### src/rtl/sap_pkg.sv
// sap_pkg -- shared definitions for the SAP-style datapath blocks
// (program counter, ALU, control sequencer).
// Contents:
//   OP_*       4-bit opcode values (upper nibble of the instruction register)
//   T1..T6     one-hot T-state encodings, bit0 = T1
//   CW_*       bit positions of the internal active-high control word
//   instr_e    decoded instruction class
//   decode_opcode()  opcode -> instruction class
package sap_pkg;

  localparam logic [3:0] OP_LDA = 4'b0000;
  localparam logic [3:0] OP_ADD = 4'b0001;
  localparam logic [3:0] OP_SUB = 4'b0010;
  localparam logic [3:0] OP_OUT = 4'b1110;
  localparam logic [3:0] OP_HLT = 4'b1111;

  localparam logic [5:0] T1 = 6'b000001;
  localparam logic [5:0] T2 = 6'b000010;
  localparam logic [5:0] T3 = 6'b000100;
  localparam logic [5:0] T4 = 6'b001000;
  localparam logic [5:0] T5 = 6'b010000;
  localparam logic [5:0] T6 = 6'b100000;

  // Control word is active high internally; the *_n pins are its inverse.
  localparam int CW_PC_INC  = 0;
  localparam int CW_PC_OUT  = 1;
  localparam int CW_RAM_OUT = 2;
  localparam int CW_IR_OUT  = 3;
  localparam int CW_A_OUT   = 4;
  localparam int CW_ALU_OUT = 5;
  localparam int CW_MAR_IN  = 6;
  localparam int CW_IR_IN   = 7;
  localparam int CW_A_IN    = 8;
  localparam int CW_B_IN    = 9;
  localparam int CW_OUT_IN  = 10;
  localparam int CW_ALU_SUB = 11;
  localparam int CW_W       = 12;

  typedef logic [CW_W-1:0] ctrl_word_t;

  typedef enum logic [2:0] {
    INSTR_LDA   = 3'd0,
    INSTR_ADD   = 3'd1,
    INSTR_SUB   = 3'd2,
    INSTR_OUT   = 3'd3,
    INSTR_HLT   = 3'd4,
    INSTR_UNDEF = 3'd5
  } instr_e;

  function automatic instr_e decode_opcode(input logic [3:0] op);
    instr_e r;
    case (op)
      OP_LDA:  r = INSTR_LDA;
      OP_ADD:  r = INSTR_ADD;
      OP_SUB:  r = INSTR_SUB;
      OP_OUT:  r = INSTR_OUT;
      OP_HLT:  r = INSTR_HLT;
      default: r = INSTR_UNDEF;
    endcase
    return r;
  endfunction

endpackage

### src/rtl/ring_counter_6.sv
// ring_counter_6 -- one-hot T1..T6 ring, T6 wraps to T1.
// Ports:
//   clk      system clock
//   clr      synchronous clear, forces T1 (highest priority)
//   en       advance one position per clock when high
//   t_state  current one-hot position
// A non-one-hot value (e.g. after an upset) recovers to T1 on the next advance.
module ring_counter_6
  import sap_pkg::*;
(
  input  logic       clk,
  input  logic       clr,
  input  logic       en,
  output logic [5:0] t_state
);

  logic [5:0] t_q;
  logic [5:0] t_d;

  // Next ring position when enabled, otherwise hold.
  always_comb begin
    t_d = t_q;
    if (en) begin
      case (t_q)
        T1:      t_d = T2;
        T2:      t_d = T3;
        T3:      t_d = T4;
        T4:      t_d = T5;
        T5:      t_d = T6;
        T6:      t_d = T1;
        default: t_d = T1;
      endcase
    end else begin
      t_d = t_q;
    end
  end

  // Ring register with synchronous clear.
  always_ff @(posedge clk) begin
    if (clr) begin
      t_q <= T1;
    end else begin
      t_q <= t_d;
    end
  end

  assign t_state = t_q;

endmodule

### src/rtl/control_sequencer.sv
// control_sequencer -- T-state sequencer and microcode decode for a SAP-style CPU.
// Ports:
//   clk, reset_n       clock; synchronous active-low reset (forces T1, clears HALT)
//   run                1 = advance, 0 = freeze state with all controls deasserted
//   opcode[3:0]        instruction opcode, decoded combinationally in T4-T6
//   pc_inc, alu_sub    active-high controls
//   *_out_n, *_in_n    active-low bus drive / register load enables
//   t_state[5:0]       one-hot T-state (zero while halted or in reset)
//   halted             high in the HALT state
// Parameter HALT_ON_UNDEF: 1 = undefined opcodes halt like HLT, 0 = they are NOPs.
// Controls are purely combinational from state, opcode, run and reset_n.
module control_sequencer
  import sap_pkg::*;
#(
  parameter bit HALT_ON_UNDEF = 1'b0
) (
  input  logic       clk,
  input  logic       reset_n,
  input  logic       run,
  input  logic [3:0] opcode,
  output logic       pc_inc,
  output logic       pc_out_n,
  output logic       ram_out_n,
  output logic       ir_out_n,
  output logic       a_out_n,
  output logic       alu_out_n,
  output logic       mar_in_n,
  output logic       ir_in_n,
  output logic       a_in_n,
  output logic       b_in_n,
  output logic       out_in_n,
  output logic       alu_sub,
  output logic [5:0] t_state,
  output logic       halted
);

  logic [5:0] ring_t_s;
  logic       ring_en_s;
  logic       halt_req_s;
  logic       halt_entry_s;
  logic       halted_q;
  logic       halted_d;
  instr_e     instr_s;
  ctrl_word_t cw_s;

  ring_counter_6 u_ring (
    .clk     (clk),
    .clr     (~reset_n),
    .en      (ring_en_s),
    .t_state (ring_t_s)
  );

  // Opcode decode and HALT entry; the ring stops on the T4 that enters HALT.
  always_comb begin
    instr_s      = decode_opcode(opcode);
    halt_req_s   = (instr_s == INSTR_HLT) ||
                   (HALT_ON_UNDEF && (instr_s == INSTR_UNDEF));
    halt_entry_s = run && !halted_q && (ring_t_s == T4) && halt_req_s;
    ring_en_s    = run && !halted_q && !halt_entry_s;
    halted_d     = halted_q || halt_entry_s;
  end

  // HALT flag: sticky until reset.
  always_ff @(posedge clk) begin
    if (!reset_n) begin
      halted_q <= 1'b0;
    end else begin
      halted_q <= halted_d;
    end
  end

  // Microcode: control word per T-state and instruction class.
  always_comb begin
    cw_s = {CW_W{1'b0}};
    if (reset_n && run && !halted_q) begin
      case (ring_t_s)
        T1: begin
          cw_s[CW_PC_OUT] = 1'b1;
          cw_s[CW_MAR_IN] = 1'b1;
        end
        T2: cw_s[CW_PC_INC] = 1'b1;
        T3: begin
          cw_s[CW_RAM_OUT] = 1'b1;
          cw_s[CW_IR_IN]   = 1'b1;
        end
        T4: begin
          case (instr_s)
            INSTR_LDA, INSTR_ADD, INSTR_SUB: begin
              cw_s[CW_IR_OUT] = 1'b1;
              cw_s[CW_MAR_IN] = 1'b1;
            end
            INSTR_OUT: begin
              cw_s[CW_A_OUT]  = 1'b1;
              cw_s[CW_OUT_IN] = 1'b1;
            end
            default: cw_s = {CW_W{1'b0}};
          endcase
        end
        T5: begin
          case (instr_s)
            INSTR_LDA: begin
              cw_s[CW_RAM_OUT] = 1'b1;
              cw_s[CW_A_IN]    = 1'b1;
            end
            INSTR_ADD, INSTR_SUB: begin
              cw_s[CW_RAM_OUT] = 1'b1;
              cw_s[CW_B_IN]    = 1'b1;
              cw_s[CW_ALU_SUB] = (instr_s == INSTR_SUB);
            end
            default: cw_s = {CW_W{1'b0}};
          endcase
        end
        T6: begin
          case (instr_s)
            INSTR_ADD, INSTR_SUB: begin
              cw_s[CW_ALU_OUT] = 1'b1;
              cw_s[CW_A_IN]    = 1'b1;
              cw_s[CW_ALU_SUB] = (instr_s == INSTR_SUB);
            end
            default: cw_s = {CW_W{1'b0}};
          endcase
        end
        default: cw_s = {CW_W{1'b0}};
      endcase
    end else begin
      cw_s = {CW_W{1'b0}};
    end
  end

  assign pc_inc    =  cw_s[CW_PC_INC];
  assign pc_out_n  = ~cw_s[CW_PC_OUT];
  assign ram_out_n = ~cw_s[CW_RAM_OUT];
  assign ir_out_n  = ~cw_s[CW_IR_OUT];
  assign a_out_n   = ~cw_s[CW_A_OUT];
  assign alu_out_n = ~cw_s[CW_ALU_OUT];
  assign mar_in_n  = ~cw_s[CW_MAR_IN];
  assign ir_in_n   = ~cw_s[CW_IR_IN];
  assign a_in_n    = ~cw_s[CW_A_IN];
  assign b_in_n    = ~cw_s[CW_B_IN];
  assign out_in_n  = ~cw_s[CW_OUT_IN];
  assign alu_sub   =  cw_s[CW_ALU_SUB];
  assign t_state   = (reset_n && !halted_q) ? ring_t_s : 6'b000000;
  assign halted    = halted_q;

endmodule

### config.mk
export PLATFORM = sky130hd
export DESIGN_NAME = control_sequencer
export DESIGN_NICKNAME = d
export VERILOG_FILES = /design/src/rtl/sap_pkg.sv /design/src/rtl/ring_counter_6.sv /design/src/rtl/control_sequencer.sv
export SDC_FILE = /design/constraint.sdc
export NUM_CORES = 1
export LEC_CHECK = 0
export BUFFER_PORTS_ARGS = -buffer_cell sky130_fd_sc_hd__buf_2
export CORE_AREA = 2 2 43 45
export CTS_CLUSTER_SIZE = 8
export DETAILED_ROUTE_END_ITERATION = 10
export DIE_AREA = 0 0 45 47
export GPL_TIMING_DRIVEN = 0
export PLACE_DENSITY_LB_ADDON = 0.05
export SLEW_MARGIN = 20
export SYNTH_ARGS = -nofsm -noshare
export SYNTH_HDL_FRONTEND = slang
export SYNTH_SLANG_ARGS = --single-unit
### constraint.sdc
create_clock -name clk -period 1.1 [get_ports clk]
set_input_delay 0.11 -clock clk [delete_from_list [all_inputs] [get_ports clk]]
set_output_delay 0.11 -clock clk [all_outputs]
set_load 0.1 [all_outputs]
==> out/metrics.yaml, run 1 <==
ios: 26
synth_compound_area_share_pct: 16.9
worst_endpoint_kind: "top-level output"
port-buffer-count: 24
die_w_um: 45
status: "stopped before the end"
firstError: "[ERROR DPL-0038] Utilization greater than 100%, impossible to legalize"
haltStage: "global routing (5_1_grt)"
cts.sinks: 7
initial_core_util_pct: 38.5
cts_made_buffers: 3
syn_inst: 86
routabilityCongestion: 0.858
dp.cells: 127
synth_cell_types: 38
syn_area_um2: 636
synth_top_family_by_area: "simple AND/OR/NAND/NOR gates"
postCtsHoldBufs: 0
synthMuxAreaShare_pct: 0
clockBufferDepth: 2
syn_nets: 93
post-dp-hpwl_um: 1420
grt_worst_setup_endpoint: "pc_out_n"
cts-root-buf: "clkbuf_4"
placedInstanceArea_um2: 947
synth_sequential_area_ratio_pct: 22.0
synthSimpleGateAreaFrac_pct: 50.0
die_h_um: 47
avgSynthCellArea_um2: 7.39
ys_warn_count: 0
placementRows: 15
synthAdderAreaFrac_pct: 0
h-tree-depth: 1
synth-xor-area-share_pct: 4.13
ys_ff_latch: 7
grt_start_max_net_pins: 11
cells in the mapped netlist:
library cell	instances	area, µm²
nand2_1	9	33.8
nand3_1	8	40.0
o21ai_0	8	40.0
dfxtp_1	7	140
and2_1	6	37.5
nor2_1	5	18.8
buf_2	3	15.0
inv_1	3	11.3
a31oi_1	2	12.5
and3_1	2	12.5
and3_2	2	15.0
nor2b_1	2	12.5
nor3_1	2	10.0
or4_1	2	15.0
xor2_1	2	17.5
a211oi_1	1	7.51
a21oi_1	1	5.00
a31o_2	1	8.76
a32o_1	1	10.0
and2_2	1	7.51
and2b_1	1	7.51
and2b_2	1	8.76
and4b_1	1	10.0
and4bb_2	1	12.5
clkbuf_1	1	3.75
clkbuf_8	1	13.8
nand2_2	1	6.26
nand3_2	1	10.0
nor2_2	1	6.26
nor2b_2	1	8.76
nor3_4	1	16.3
nor4_2	1	12.5
nor4b_1	1	8.76
o211ai_1	1	7.51
o21a_1	1	7.51
o311ai_1	1	8.76
or2b_1	1	7.51
xnor2_1	1	8.76
through the flow:
step / setup slack [ns] / TNS (ns) / utilization (%)
after CTS: -0.594 / -8.21 / 92.7
after global placement: -0.816 / -9.25 / 57.3
after floorplan: -0.688 / -7.72 / -
after detailed placement: -0.844 / -9.83 / 57.3
cell families after synthesis:
kind of cell | count (synthesis)
DFF | 7
and+or+nand+nor | 51
buffers and inverters | 8
AOI/OAI and AO/OA | 17
xor gates and xnor gates | 3
what timing repair did:
action,CTS
endpoints found under the hold margin,0
buffers inserted,22
endpoints found under the setup margin,26
gates cloned,1
resized for setup,111
pin swaps,19
==> run 2, diff against run 1 <==
--- a/config.mk
+++ b/config.mk
@@ -6,12 +6,11 @@
 export NUM_CORES = 1
 export LEC_CHECK = 0
 export BUFFER_PORTS_ARGS = -buffer_cell sky130_fd_sc_hd__buf_2
-export CORE_AREA = 2 2 43 45
-export CTS_CLUSTER_SIZE = 8
+export CORE_AREA = 2 2 63 65
 export DETAILED_ROUTE_END_ITERATION = 10
-export DIE_AREA = 0 0 45 47
+export DIE_AREA = 0 0 65 67
 export GPL_TIMING_DRIVEN = 0
-export PLACE_DENSITY_LB_ADDON = 0.05
+export PLACE_DENSITY_LB_ADDON = 0.15
 export SLEW_MARGIN = 20
 export SYNTH_ARGS = -nofsm -noshare
 export SYNTH_HDL_FRONTEND = slang
==> constraint.sdc (replaced) <==
create_clock -name clk -period 1.45 [get_ports clk]
set_input_delay 0.145 -clock clk [delete_from_list [all_inputs] [get_ports clk]]
set_output_delay 0.145 -clock clk [all_outputs]
set_load 0.1 [all_outputs]
==> out/metrics.yaml, run 2 <==
clockBufferDepth: 2  # unchanged
skew_ns: 0.00157
synth_top_cell_area_share_pct: 22.0  # unchanged
die_w_um: 65  # +44%
cts_made_buffers: 3  # unchanged
postCtsHoldBufs: 0  # unchanged
final_cell_mix: "20 x buf_4, 12 x buf_12, 8 x o21ai_0, 7 x nand2_1, 7 x dfxtp_4"
r2r_end: "u_ring.t_state[3]"
cp-start-kind: "flop"
insertion_delay_ns: 0.23
cts_tree: "yes"
reg2reg_slack_ns: 0.07
grt_start_max_net_pins: 11
period_needed_ns: 1.68
setup_tns_ns: -2.11
crit_start: "u_ring.t_state[4]"
p_leak_nw: 0.628
core_area_mm2: 0.00361
cp-end-kind: "output pin"
ios: 26  # unchanged
grtUsageTotal_pct: 11.3
drtIter0Drc: 29
vias_per_cell: 4.49
drv_slew: 0
synth_edf_count: 0  # unchanged
placementRows: 22  # +7
reg2reg_depth: 5
ys_warn_count: 0  # unchanged
cp_max_fo: 7
crit_arrival_ns: 1.54
overflow: 0
status: "complete, but fails checks"
min_path_type: "input port to flop"
drt-total-wl_um: 2310
nNetsFinal: 143
antenna_cells: 0
first_global_vias: 795
fin_util_pct: 41.5
largest_register_ffs: 6
worst_pin_slew_ns: 0.484
port-buffer-count: 24  # unchanged
syn_inst: 86  # unchanged
wl_per_cell_um: 12.6
syn_nets: 93  # unchanged
finalSetupViolations: 12
drtAntennaViolNets: 0
path_class: "flop to output pin"
cts.clk_slew.worst_paths_ns: 0.04
avgSynthCellArea_um2: 7.39  # unchanged
mostFrequentLayoutCell: "buf_4"
layout-drive-gt1-share_pct: 71.9
initial_core_util_pct: 17.6  # -21 points
synth-main-ff-cell: "dfxtp_1"
drc_errors: 0
reg2reg_from: "u_ring.t_state[4]"
cap_violations: 0
crit_required_ns: 1.31
synth_sequential_area_ratio_pct: 22.0  # unchanged
post-dp-hpwl_um: 1580  # +11%
ys_ff_latch: 7  # unchanged
cts-root-buf: "clkbuf_8"
fmax_ghz: 0.595
n_fill_cell: 342
die_h_um: 67  # +43%
fin_ws_ns: -0.231
ys_top_cells_by_area: "dfxtp_1 22%, nand3_1 6.3%, o21ai_0 6.3%, and2_1 5.9%, nand2_1 5.3%"
dieArea_mm2: 0.00436
routabilityCongestion: 0.727  # -15%
yosys-top-cells-count: "9 x nand2_1, 8 x nand3_1, 8 x o21ai_0"
synth-async-reset-ratio_pct: 0  # unchanged
slew_headroom_pct: 68.0
post-route-period-util_pct: 116
finalHoldViolations: 0
synth_cell_types: 38  # unchanged
grt_pass1_wl_um: 3660
antenna_found_initial: 0
area_growth_pct: 135
ir_drop_v: 0.000408
cts.sinks: 7  # unchanged
via_count: 822
critPathCapture: "ir_in_n"
h-tree-depth: 1  # unchanged
yosysTopAreaCell: "dfxtp_1"
yosysMostFrequentCell: "nand2_1"
power_density_mw_per_mm2: 542
rsz0062_at_grt: "true"
violations: "negative setup slack"
syn_area_um2: 636  # unchanged
whs_ns: 0.302
drt_pass1_iterations: 4
[run 2: cell counts after synthesis]
Identical to the previous run, type by type.
[run 2: cell families after synthesis]
logic type | Yosys count | synth area share (%)
xor+xnor | 3 | 4.13
compound gates | 17 | 16.9
buf+inv | 8 | 6.89
simple gates | 51 | 50.0
flops | 7 | 22.0
[run 2: cell type report]
| type | instances | area (µm²) | share of cell area, % |
|---|---|---|---|
| clock buffers | 4 | 45.0 | 3.01 |
| flip-flops and latches | 7 | 166 | 11.1 |
| inverters | 3 | 18.8 | 1.25 |
| plain buffers | 2 | 17.5 | 1.17 |
| repair buffers | 48 | 552 | 36.9 |
| well taps | 48 | 60.1 | 4.01 |
| multi-input cells | 71 | 637 | 42.6 |
[run 2: metal layers]
metal | share of wire (%) | global-route usage (%) | vias to the layer above
li1 | - | - | 405
met1 | 42 | 14.0 | 392
met2 | 50 | 17.8 | 21
met3 | 5.8 | 3.38 | 4
met4 | 2.0 | 5.85 | 0
met5 | 0 | 0 | -
[run 2: metrics by stage]
step / setup slack, ns / total power, mW / cells / cell area, µm²
after floorplan: -0.373 / 0.407 / 86 / 798
after global placement: -0.519 / 0.454 / 158 / 978
after detailed placement: -0.530 / 0.455 / 158 / 978
after CTS: -0.255 / 0.799 / 181 / 1390
after global routing: -0.303 / 0.857 / 183 / 1500
final: -0.231 / 0.811 / 183 / 1500
[run 2: worst min-delay path by stage]
stage	startpoint	endpoint	cells after the start
2_1_floorplan	reset_n	u_ring.t_state[0]	2
3_5_place_dp	halted	halted	1
5_1_grt	reset_n	u_ring.t_state[0]	3
6_report	run	halted	4
3_3_place_gp	halted	halted	1
4_1_cts	run	halted	4
[run 2: what timing repair did]
item	in CTS	in global routing
setup endpoints to repair	18	20
resized for setup	64	29
pin swaps	12	9
endpoints found under the hold margin	0	0
setup buffers	19	5
[run 2: where the power goes]
group	switching, mW	leakage, nW	internal (mW)
clock network	0.0833	0.0228	0.190
logic	0.182	0.544	0.137
registers	0.0231	0.0618	0.195
total	0.288	0.628	0.522
[run 2: critical path, cell delays in order, from the launching register on]
cell,delay [ns]
dfxtp_4,0.38
nor4_4,0.28
and4b_2,0.35
clkinvlp_4,0.12
buf_12,0.17
(Power assumes the default switching activity.)
==> run 3, diff against run 2 <==
--- a/config.mk
+++ b/config.mk
@@ -14,4 +14,5 @@
 export SLEW_MARGIN = 20
 export SYNTH_ARGS = -nofsm -noshare
 export SYNTH_HDL_FRONTEND = slang
+export SYNTH_HIERARCHICAL = 1
 export SYNTH_SLANG_ARGS = --single-unit
==> out/metrics.yaml, run 3 <==
p_leak_nw: 0.497  # -21%
drt_pass1_iterations: 4  # unchanged
vias_per_cell: 4.74  # +5.6%
fin_ws_ns: -0.383  # -0.152 ns
power_density_mw_per_mm2: 544  # +0.36%
post-place-ws_ns: -0.591  # -0.0603 ns
die_w_um: 65  # unchanged
area_growth_pct: 95.1
port-buffer-count: 23  # -4.2%
drtIter0Drc: 21  # -28%
cts_made_buffers: 3  # unchanged
yosysMostFrequentCell: "nor2_1"
drt-total-wl_um: 2140  # -7.3%
min_path_type: "input port to flop"
n_fill_cell: 372  # +8.8%
grt_start_max_net_pins: 13  # +2
synth_edf_count: 0  # unchanged
antenna_cells: 0  # unchanged
pwr-share-clk_pct: 37.5  # +3.8 points
ir_drop_v: 0.000397  # -2.6%
period_needed_ns: 1.83  # +0.152 ns
slew_headroom_pct: 66.4  # -1.5 points
overflow: 0  # unchanged
skew_ns: 0.00239  # +0.000822 ns
synth-main-ff-cell: "dfxtp_1"
post-route-period-util_pct: 126  # +10 points
core_area_mm2: 0.00361  # unchanged
clockBufferDepth: 2  # unchanged
first_global_vias: 738  # -7.2%
stdcell_count: 172  # -6.0%
whs_ns: 0.194  # -0.109 ns
dieArea_mm2: 0.00436  # unchanged
placedInstanceArea_um2: 892  # -8.8%
cp-end-kind: "output pin"
finalSetupViolations: 18  # +6
ff_latch_area_um2: 158  # -5.3%
fin_util_pct: 36.2  # -5.3 points
die_h_um: 67  # unchanged
ios: 26  # unchanged
largest_register_ffs: 6  # unchanged
grt_pass1_wl_um: 3370  # -7.7%
combinationalPowerShare_pct: 32.6  # -6.8 points
worst_pin_slew_ns: 0.503  # +0.0193 ns
syn_inst: 87  # +1.2%
ys_top_cells_by_area: "dfxtp_1 21%, and2_1 5.6%, a32oi_1 5.2%, nand4b_1 5.2%, nor2_1 5.1%"
finalHoldViolations: 0  # unchanged
p_total_mw: 0.709  # -13%
insertion_delay_ns: 0.22  # about the same
setup_tns_ns: -4.98  # -2.87 ns
cp_max_fo: 3  # -4
synth_top_cell_area_share_pct: 21.0  # -1.1 points
violations: "negative setup slack"
via_count: 816  # -0.73%
antenna_found_initial: 0  # unchanged
ys_ff_latch: 7  # unchanged
layout-drive-gt1-share_pct: 60.5  # -11 points
post-dp-hpwl_um: 1520  # -3.5%
routabilityCongestion: 0.691  # -5.0%
drc_errors: 0  # unchanged
syn_nets: 94  # +1.1%
dp.cells: 158  # unchanged
avgSynthCellArea_um2: 7.68  # +3.9%
synth-async-reset-ratio_pct: 0  # unchanged
placementRows: 22  # unchanged
path_class: "flop to output pin"
status: "complete, but fails checks"
drtAntennaViolNets: 0  # unchanged
power_frac_seq_pct: 29.9  # +3.0 points
crit_required_ns: 1.31  # about the same
mostFrequentLayoutCell: "buf_4"
cp-start-kind: "flop"
cts.sinks: 7  # unchanged
drv_slew: 0  # unchanged
initial_core_util_pct: 18.5  # +0.90 points
multiInputGateArea_um2: 611  # -4.1%
grtUsageTotal_pct: 10.0  # -1.3 points
final_cell_mix: "13 x buf_4, 8 x nor2_1, 7 x buf_6, 7 x buf_12"
ys_warn_count: 6  # +6
wl_per_cell_um: 12.4  # -1.3%
h-tree-depth: 1  # unchanged
cts.clk_slew.worst_paths_ns: 0.04  # about the same
yosys-top-cells-count: "9 x nor2_1, 7 x dfxtp_1, 6 x and2_1"
final_area_mm2: 0.00130  # -13%
rsz0062_at_grt: "true"
cts-root-buf: "clkbuf_8"
synth_cell_types: 36  # -5.3%
syn_area_um2: 668  # +5.1%
cap_violations: 0  # unchanged
nNetsFinal: 132  # -7.7%
crit_arrival_ns: 1.69  # +0.15 ns
synth_sequential_area_ratio_pct: 21.0  # -1.1 points
p_sw_mw: 0.239  # -17%
cts_tree: "yes"
swShare_pct: 33.7  # -1.9 points
fmax_ghz: 0.546  # -8.3%
intPower_mw: 0.470  # -10%
yosysTopAreaCell: "dfxtp_1"
==> run 3: cell count changes after synthesis, moves of 3 or more <==
cell and delta:
o21ai_0 -3, a32oi_1 +4, nor4_1 +3, nand2_1 -5
nor2_1 +4, nor3_1 +3, nand4b_1 +4, clkbuf_1 +4
nand3_1 -8
==> run 3: what timing repair did <==
action | 4_1_cts | 5_1_grt
cloned | 0 | 0
setup endpoints to repair | 24 | 21
resized for setup | 64 | 10
pin swaps | 4 | 2
buffers inserted | 10 | 0
hold buffers | 0 | 0
==> run 3: worst max-delay path, stage by stage, from the launching register on <==
cell      delay [ns]
dfxtp_4         0.33
or3_4           0.34
nor4_4          0.27
buf_4           0.16
nand4b_1        0.14
buf_8           0.21
==> run 3: area by class of cell <==
| type | instances | share of cell area, % |
|---|---|---|
| repair buffers | 33 | 27.6 |
| plain buffers | 7 | 4.22 |
| clock buffers | 4 | 3.45 |
| flip-flops and latches | 7 | 12.1 |
| inverters | 4 | 1.15 |
| multi-input cells | 69 | 46.8 |
| well taps | 48 | 4.61 |
==> run 3: final timing paths <==
| kind | slack, ns | startpoint | cells after the start | to |
|---|---|---|---|---|
| worst max register to register | -0.32 | u_ring/t_state[2] | 8 | u_ring/t_state[4] |
| worst min-delay path | 0.19 | reset_n | 2 | halted |
| worst max-delay path | -0.38 | u_ring/t_state[2] | 5 | alu_out_n |
| worst min register to register | 0.50 | halted | 1 | halted |
==> run 3: power groups by stage <==
| stage | clock network (mW) | registers [mW] | logic [mW] |
|---|---|---|---|
| after detailed placement | 0 | 0.215 | 0.178 |
| after global placement | 0 | 0.215 | 0.177 |
| after floorplan | 0 | 0.211 | 0.146 |
| final | 0.266 | 0.212 | 0.231 |
| after CTS | 0.275 | 0.212 | 0.221 |
| after global routing | 0.289 | 0.214 | 0.246 |
==> run 3: routing by layer <==
layer	vias to the layer above	part of all wire (%)	global-route usage, %
li1	401	-	-
met1	385	41	11.6
met2	30	53	18.7
met3	0	6.2	2.53
met4	0	0	1.60
met5	-	0	0
==> run 3: logic make-up (layout without fill, tap and decap cells) <==
logic type / count (synthesis) / after routing / share of synthesized area [%]
AND/OR/NAND/NOR: 48 / 48 / 47.8
AO/OA/AOI/OAI: 17 / 17 / 18.2
buffers and inverters: 11 / 48 / 7.49
flip-flops: 7 / 7 / 21.0
XOR/XNOR: 3 / 3 / 3.93
multiplexers: 1 / 1 / 1.69
